**src/rtl/alu_pkg.sv**
```systemverilog
// Shared opcode encoding for the pipelined ALU.
package alu_pkg;

  typedef logic [3:0] alu_op_t;

  localparam alu_op_t ADD = 4'd0;
  localparam alu_op_t SUB = 4'd1;
  localparam alu_op_t AND = 4'd2;
  localparam alu_op_t OR  = 4'd3;
  localparam alu_op_t SLT = 4'd4;
  localparam alu_op_t SGT = 4'd5;
  localparam alu_op_t SNE = 4'd6;
  localparam alu_op_t MAX = 4'd7;
  localparam alu_op_t SLL = 4'd8;
  localparam alu_op_t SRL = 4'd9;

  // Highest defined opcode; anything above it is illegal.
  localparam alu_op_t OP_LAST = 4'd9;

endpackage

```
**src/rtl/alu_core.sv**
```systemverilog
// Combinational ALU datapath: result plus carry/zero/illegal flags.
// Optional macro ALU_OVERFLOW_FLAG_EN adds a signed-overflow output for ADD/SUB.
module alu_core
  import alu_pkg::*;
#(
  parameter  int WIDTH   = 16,
  localparam int SHIFT_W = $clog2(WIDTH)
) (
  input  alu_op_t            op,
  input  logic [WIDTH-1:0]   a,
  input  logic [WIDTH-1:0]   b,
  input  logic [SHIFT_W-1:0] sh,
  output logic [WIDTH-1:0]   result,
  output logic               carry,
  output logic               zero,
`ifdef ALU_OVERFLOW_FLAG_EN
  output logic               overflow,
`endif
  output logic               illegal
);

  logic [WIDTH:0] sum;
  logic [WIDTH:0] diff;

  // Both arithmetic forms are kept one bit wider so the top bit is carry/borrow.
  assign sum  = {1'b0, a} + {1'b0, b};
  assign diff = {1'b0, a} - {1'b0, b};

  // Operation select; illegal opcodes fall through to a zero result.
  always_comb begin
    result  = '0;
    carry   = 1'b0;
    illegal = 1'b0;
    case (op)
      ADD: begin
        result = sum[WIDTH-1:0];
        carry  = sum[WIDTH];
      end
      SUB: begin
        result = diff[WIDTH-1:0];
        carry  = diff[WIDTH];
      end
      AND: result = a & b;
      OR:  result = a | b;
      SLT: result = WIDTH'($signed(a) < $signed(b));
      SGT: result = WIDTH'($signed(a) > $signed(b));
      SNE: result = WIDTH'(a != b);
      MAX: result = (a > b) ? a : b;
      SLL: result = a << sh;
      SRL: result = a >> sh;
      default: illegal = 1'b1;
    endcase
  end

  assign zero = (result == '0);

`ifdef ALU_OVERFLOW_FLAG_EN
  // Signed overflow: sign of the result disagrees with what the operand signs allow.
  always_comb begin
    overflow = 1'b0;
    case (op)
      ADD: overflow = (a[WIDTH-1] == b[WIDTH-1]) && (sum[WIDTH-1] != a[WIDTH-1]);
      SUB: overflow = (a[WIDTH-1] != b[WIDTH-1]) && (diff[WIDTH-1] != a[WIDTH-1]);
      default: overflow = 1'b0;
    endcase
  end
`endif

endmodule

```
**src/rtl/alu_pipe_param.sv**
```systemverilog
// Two-stage pipelined ALU with valid/ready on both sides.
// S1 captures the operand set, S2 holds the computed result and flags.
// Optional macro ALU_OVERFLOW_FLAG_EN adds the registered overflowFlag output.
module alu_pipe_param
  import alu_pkg::*;
#(
  parameter  int WIDTH   = 16,
  localparam int SHIFT_W = $clog2(WIDTH)
) (
  input  logic               clk,
  input  logic               rst,
  input  logic               in_valid,
  output logic               in_ready,
  input  logic [3:0]         opcode,
  input  logic [WIDTH-1:0]   input1,
  input  logic [WIDTH-1:0]   input2,
  input  logic [SHIFT_W-1:0] shiftValue,
  output logic               out_valid,
  input  logic               out_ready,
  output logic [WIDTH-1:0]   result,
  output logic               carryFlag,
  output logic               zeroFlag,
`ifdef ALU_OVERFLOW_FLAG_EN
  output logic               overflowFlag,
`endif
  output logic               illegalOp
);

  logic               s1_valid;
  alu_op_t            s1_op;
  logic [WIDTH-1:0]   s1_a;
  logic [WIDTH-1:0]   s1_b;
  logic [SHIFT_W-1:0] s1_sh;

  logic               advance;
  logic [WIDTH-1:0]   core_result;
  logic               core_carry;
  logic               core_zero;
  logic               core_illegal;
`ifdef ALU_OVERFLOW_FLAG_EN
  logic               core_overflow;
`endif

  // S2 may take a new value when the output slot is empty or being drained;
  // S1 may take a new value when it can hand off to S2 or is empty itself.
  assign advance  = !out_valid || out_ready;
  assign in_ready = advance || !s1_valid;

  alu_core #(.WIDTH(WIDTH)) u_core (
    .op       (s1_op),
    .a        (s1_a),
    .b        (s1_b),
    .sh       (s1_sh),
    .result   (core_result),
    .carry    (core_carry),
    .zero     (core_zero),
`ifdef ALU_OVERFLOW_FLAG_EN
    .overflow (core_overflow),
`endif
    .illegal  (core_illegal)
  );

  // Stage 1: capture operands on the input handshake.
  always_ff @(posedge clk or posedge rst) begin
    if (rst) begin
      s1_valid <= 1'b0;
      s1_op    <= '0;
      s1_a     <= '0;
      s1_b     <= '0;
      s1_sh    <= '0;
    end else if (in_ready) begin
      s1_valid <= in_valid;
      if (in_valid) begin
        s1_op <= opcode;
        s1_a  <= input1;
        s1_b  <= input2;
        s1_sh <= shiftValue;
      end
    end
  end

  // Stage 2: register the core outputs; payload only changes on a real transfer
  // so a stalled result stays stable.
  always_ff @(posedge clk or posedge rst) begin
    if (rst) begin
      out_valid <= 1'b0;
      result    <= '0;
      carryFlag <= 1'b0;
      zeroFlag  <= 1'b0;
      illegalOp <= 1'b0;
    end else if (advance) begin
      out_valid <= s1_valid;
      if (s1_valid) begin
        result    <= core_result;
        carryFlag <= core_carry;
        zeroFlag  <= core_zero;
        illegalOp <= core_illegal;
      end
    end
  end

`ifdef ALU_OVERFLOW_FLAG_EN
  // Overflow flag follows the same S2 load rule as the other flags.
  always_ff @(posedge clk or posedge rst) begin
    if (rst) begin
      overflowFlag <= 1'b0;
    end else if (advance && s1_valid) begin
      overflowFlag <= core_overflow;
    end
  end
`endif

endmodule
```
**config.mk**
```make
export PLATFORM = sky130hd
export DESIGN_NAME = alu_pipe_param
export DESIGN_NICKNAME = d
export VERILOG_FILES = /design/src/rtl/alu_pkg.sv /design/src/rtl/alu_core.sv /design/src/rtl/alu_pipe_param.sv
export SDC_FILE = /design/constraint.sdc
export NUM_CORES = 1
export LEC_CHECK = 0
export CAP_MARGIN = 20
export CORE_ASPECT_RATIO = 0.9
export CORE_MARGIN = 2
export CORE_UTILIZATION = 45
export DETAILED_ROUTE_END_ITERATION = 12
export DONT_BUFFER_PORTS = 1
export GPL_TIMING_DRIVEN = 0
export PLACE_DENSITY = 0.62
export REMOVE_ABC_BUFFERS = 1
export SLEW_MARGIN = 20
export SYNTH_ARGS = -nofsm -noshare
export SYNTH_HDL_FRONTEND = slang
export SYNTH_SLANG_ARGS = --single-unit
```
**constraint.sdc**
```tcl
create_clock -name clk -period 3.4 [get_ports clk]
set_input_delay 0.68 -clock clk [delete_from_list [all_inputs] [get_ports clk]]
set_output_delay 0.68 -clock clk [all_outputs]
set_load 0.02 [all_outputs]
```
==> reports/metrics.csv <==
stage,metric,value,unit
sta,maxSlewViolCount,0,
sta,min_period,3.42,ns
final_layout,drive_gt1_share,35.4,%
yosys,yosysUniqueCellTypes,98,
clock_tree,clock_path_buffers,2,
yosys,synth_edf_count,0,
final_layout,final_cells,1009,
floorplan,num_io_pins,65,
final_layout,nNetsFinal,900,
power,p_leak,3.38,nW
clock_tree,numCtsBuffers,9,
run_status,failed_checks,setup timing,
sta,clock_skew,0.00984,ns
detailed_routing,first_pass_iters,7,
placement,gp_congestion,0.994,
yosys,synth_ff_type,dfrtp_1,
setup_path,worstPathMaxFanout,11,
power,ir_worst_vdd,0.375,mV
final_layout,final_common_cell,buf_4,
setup_path,critPathKind,flop to flop,
hold_path,holdCritPathClass,primary input to async pin,
yosys,synthDominantCellAreaShare,22.1,%
placement,dp_slack,-1.15,ns
power,fin_total_pwr,0.00491,W
yosys,syn-cell-area,6920,um^2
run,maxCapViolations,0,
sta,finalSetupViolCount,1,
clock_tree,htreeDepth,3,
setup_path,crit_path_max_incr_delay,0.51,ns
final_layout,nFillCells,1315,
setup_path,critical_path_arrival,3.68,ns
clock_tree,cts_tree,built,
final_layout,finalInstanceArea,8390,um^2
clock_tree,clock_latency,0.35,ns
power,p_per_area,585,nW/um^2
detailed_routing,wl_per_cell,27.2,um
detailed_routing,viasPerCell,6.92,
yosys,synth_area_leaders,"dfrtp_1 (22%), ha_1 (8.7%), mux2_2 (7.8%), mux4_2 (6.8%), mux2i_1 (3.6%)",
placement,placed_cell_area,7000,um^2
detailed_routing,drc_errors,0,
yosys,postSynthCellCount,791,
global_route,first_global_vias,6592,
setup_path,path_buf_inv,2,
yosys,ys_async_sr_fraction,100,%
placement,hpwl,18.8,mm
yosys,yosys_warnings,0,
placement,dp.cells,932,
yosys,yosysSeqAreaShare,22.1,%
detailed_routing,antenna_left,0,
final_layout,seq_area,1570,um^2
detailed_routing,dr.first_iter.drc_count,788,
setup_path,endpoint_kind,flop,
yosys,synth-seq-cells,61,
yosys,synth_top_area_cell,dfrtp_1,
floorplan,die_area,16400,um^2
clock_tree,cts.sinks,61,
global_route,grt_overflow,0,
global_route,grt_max_degree,62,
floorplan,design.core.area,14900,um^2
detailed_routing,routed-via-count,6985,
final_layout,layout_common_cells,"buf_4 (56), nor2_1 (53), nand2_1 (51)",
sta,slew_headroom,29.6,%
clock_tree,clk_pin_slew,0.05,ns
floorplan,start_util,46.5,%
final_layout,insertedDiodeCount,0,
floorplan,die_h,122,um
sta,setup_slack,-0.0156,ns
global_route,track_usage,33.4,%
sta,period_share,100,%
setup_path,cp_top_family,compound AO/OA/AOI/OAI gates,
yosys,synth.avg_cell_area,8.75,um^2
floorplan,fp.dieW,135,um
setup_path,crit_chain,buf_4 > buf_4 > mux4_2 > a22oi_2 > nor2_1 > a2111oi_4 > o311ai_1 > or3_4 > nor4_2 > nand4b_1 > o31ai_2,
global_route,grt_pass1_wl,40.4,mm
sta,worst_slew_pin_slew,1.06,ns
run_status,outcome,"complete, but fails checks",
setup_path,worstPathRequired,3.66,ns
setup_path,slowest_stage,mux4_2,
setup_path,cp-start-kind,flop,
floorplan,rows,42,
detailed_routing,wirelength,27.4,mm
sta,fmax,293,MHz
final_layout,syn_to_final_growth,21.3,%
clock_tree,clock-root-buffer,clkbuf_16,
global_route,antenna_found_initial,0,
sta,final-hold-violation-count,0,
setup_path,path_common_cell,buf_4,
final_layout,multi_input_area,5530,um^2
placement,port_buffers,0,
[kinds of logic after synthesis]
group                      Yosys count  synth area share, %
adders and majority gates           50                 9.26
muxes                               95                 18.4
DFF                                 61                 22.1
and+or+nand+nor                    237                 18.1
AOI/OAI and AO/OA                  223                 23.9
buffers and inverters              117                 7.18
xor gates and xnor gates             8                 1.01
[cells in the mapped netlist, types with 6 or more instances]
cell type	number
dfrtp_1	61
nand2_1	53
nor2b_1	14
o21ai_0	38
nor4_1	9
nor3_1	18
a221oi_1	6
a21oi_1	33
a21o_1	7
o211a_1	7
o31ai_1	6
mux2_2	48
mux2i_1	25
o221ai_1	6
inv_1	52
nand4_1	9
and3_1	6
nand3_1	19
clkbuf_1	36
a211oi_1	13
buf_2	17
o211ai_1	13
a22o_1	12
a31oi_1	7
o21bai_1	6
xnor2_1	7
ha_1	48
nor2_1	54
nand2b_1	8
mux4_2	21
[per-stage QoR]
| stage | setup TNS, ns | util (%) | hold slack, ns |
|---|---|---|---|
| floorplan | -0.160 | - | 0.501 |
| global placement | -10.47 | 46.2 | 0.520 |
| detailed placement | -8.33 | 47.1 | 0.555 |
| CTS | 0 | 53.8 | 0.378 |
| global route | -0.0290 | 56.4 | 0.421 |
| finish | -0.0156 | 56.4 | 0.354 |
[timing repair]
action / 4_1_cts / 5_1_grt
pin swaps: 14 / 28
endpoints found under the setup margin: 17 / 3
setup buffers: 37 / 24
resized for setup: 103 / 48
hold buffers: 0 / 0
[metal layers]
metal / up-vias / part of all wire, % / GRT usage (%) / wire length (um)
met5: - / 0 / 0 / 0
met3: 75 / 11 / 10.9 / 3000
li1: 3023 / - / - / -
met2: 415 / 45 / 50.6 / 12200
met4: 0 / 3.3 / 11.7 / 899
met1: 3472 / 41 / 44.8 / 11300
[layout make-up]
cell class | count | share of cell area [%]
well taps | 198 | 2.95
repair buffers | 67 | 6.87
clock inverters | 5 | 0.328
inverters | 54 | 2.52
multi-input cells | 613 | 65.9
clock buffers | 11 | 2.77
flip-flops and latches | 61 | 18.7
[report_power, final]
group / internal, W / switching (W) / total, W / leakage [nW]
clock: 0.000488 / 0.000357 / 0.000845 / 0.129
combinational: 0.00127 / 0.00164 / 0.00291 / 2.54
sequential: 0.000873 / 0.000284 / 0.00116 / 0.712
[path summary, 6_finish.rpt]
path	slack, ns	start	endpoint	cells after the start
max	-0.02	s1_a[5]$_DFFE_PP0P_	zeroFlag$_DFFE_PP0P_	11
min	0.35	rst	s1_a[14]$_DFFE_PP0P_	1
max reg2reg	-0.02	s1_a[5]$_DFFE_PP0P_	zeroFlag$_DFFE_PP0P_	11
min reg2reg	0.55	s1_valid$_DFFE_PP0N_	out_valid$_DFFE_PP0P_	1
max in group asynchronous	2.47	rst	s1_op[0]$_DFFE_PP0P_	1
min in group clk	0.45	in_valid	s1_valid$_DFFE_PP0N_	1
[sequential cells by signal, summed over array words and instances, names as in the netlist]
register / count
zeroFlag: 1
illegalOp: 1
carryFlag: 1
s1_sh: 4
out_valid: 1
result: 16
s1_b: 16
s1_valid: 1
s1_op: 4
s1_a: 16
(Power assumes the default switching activity.)
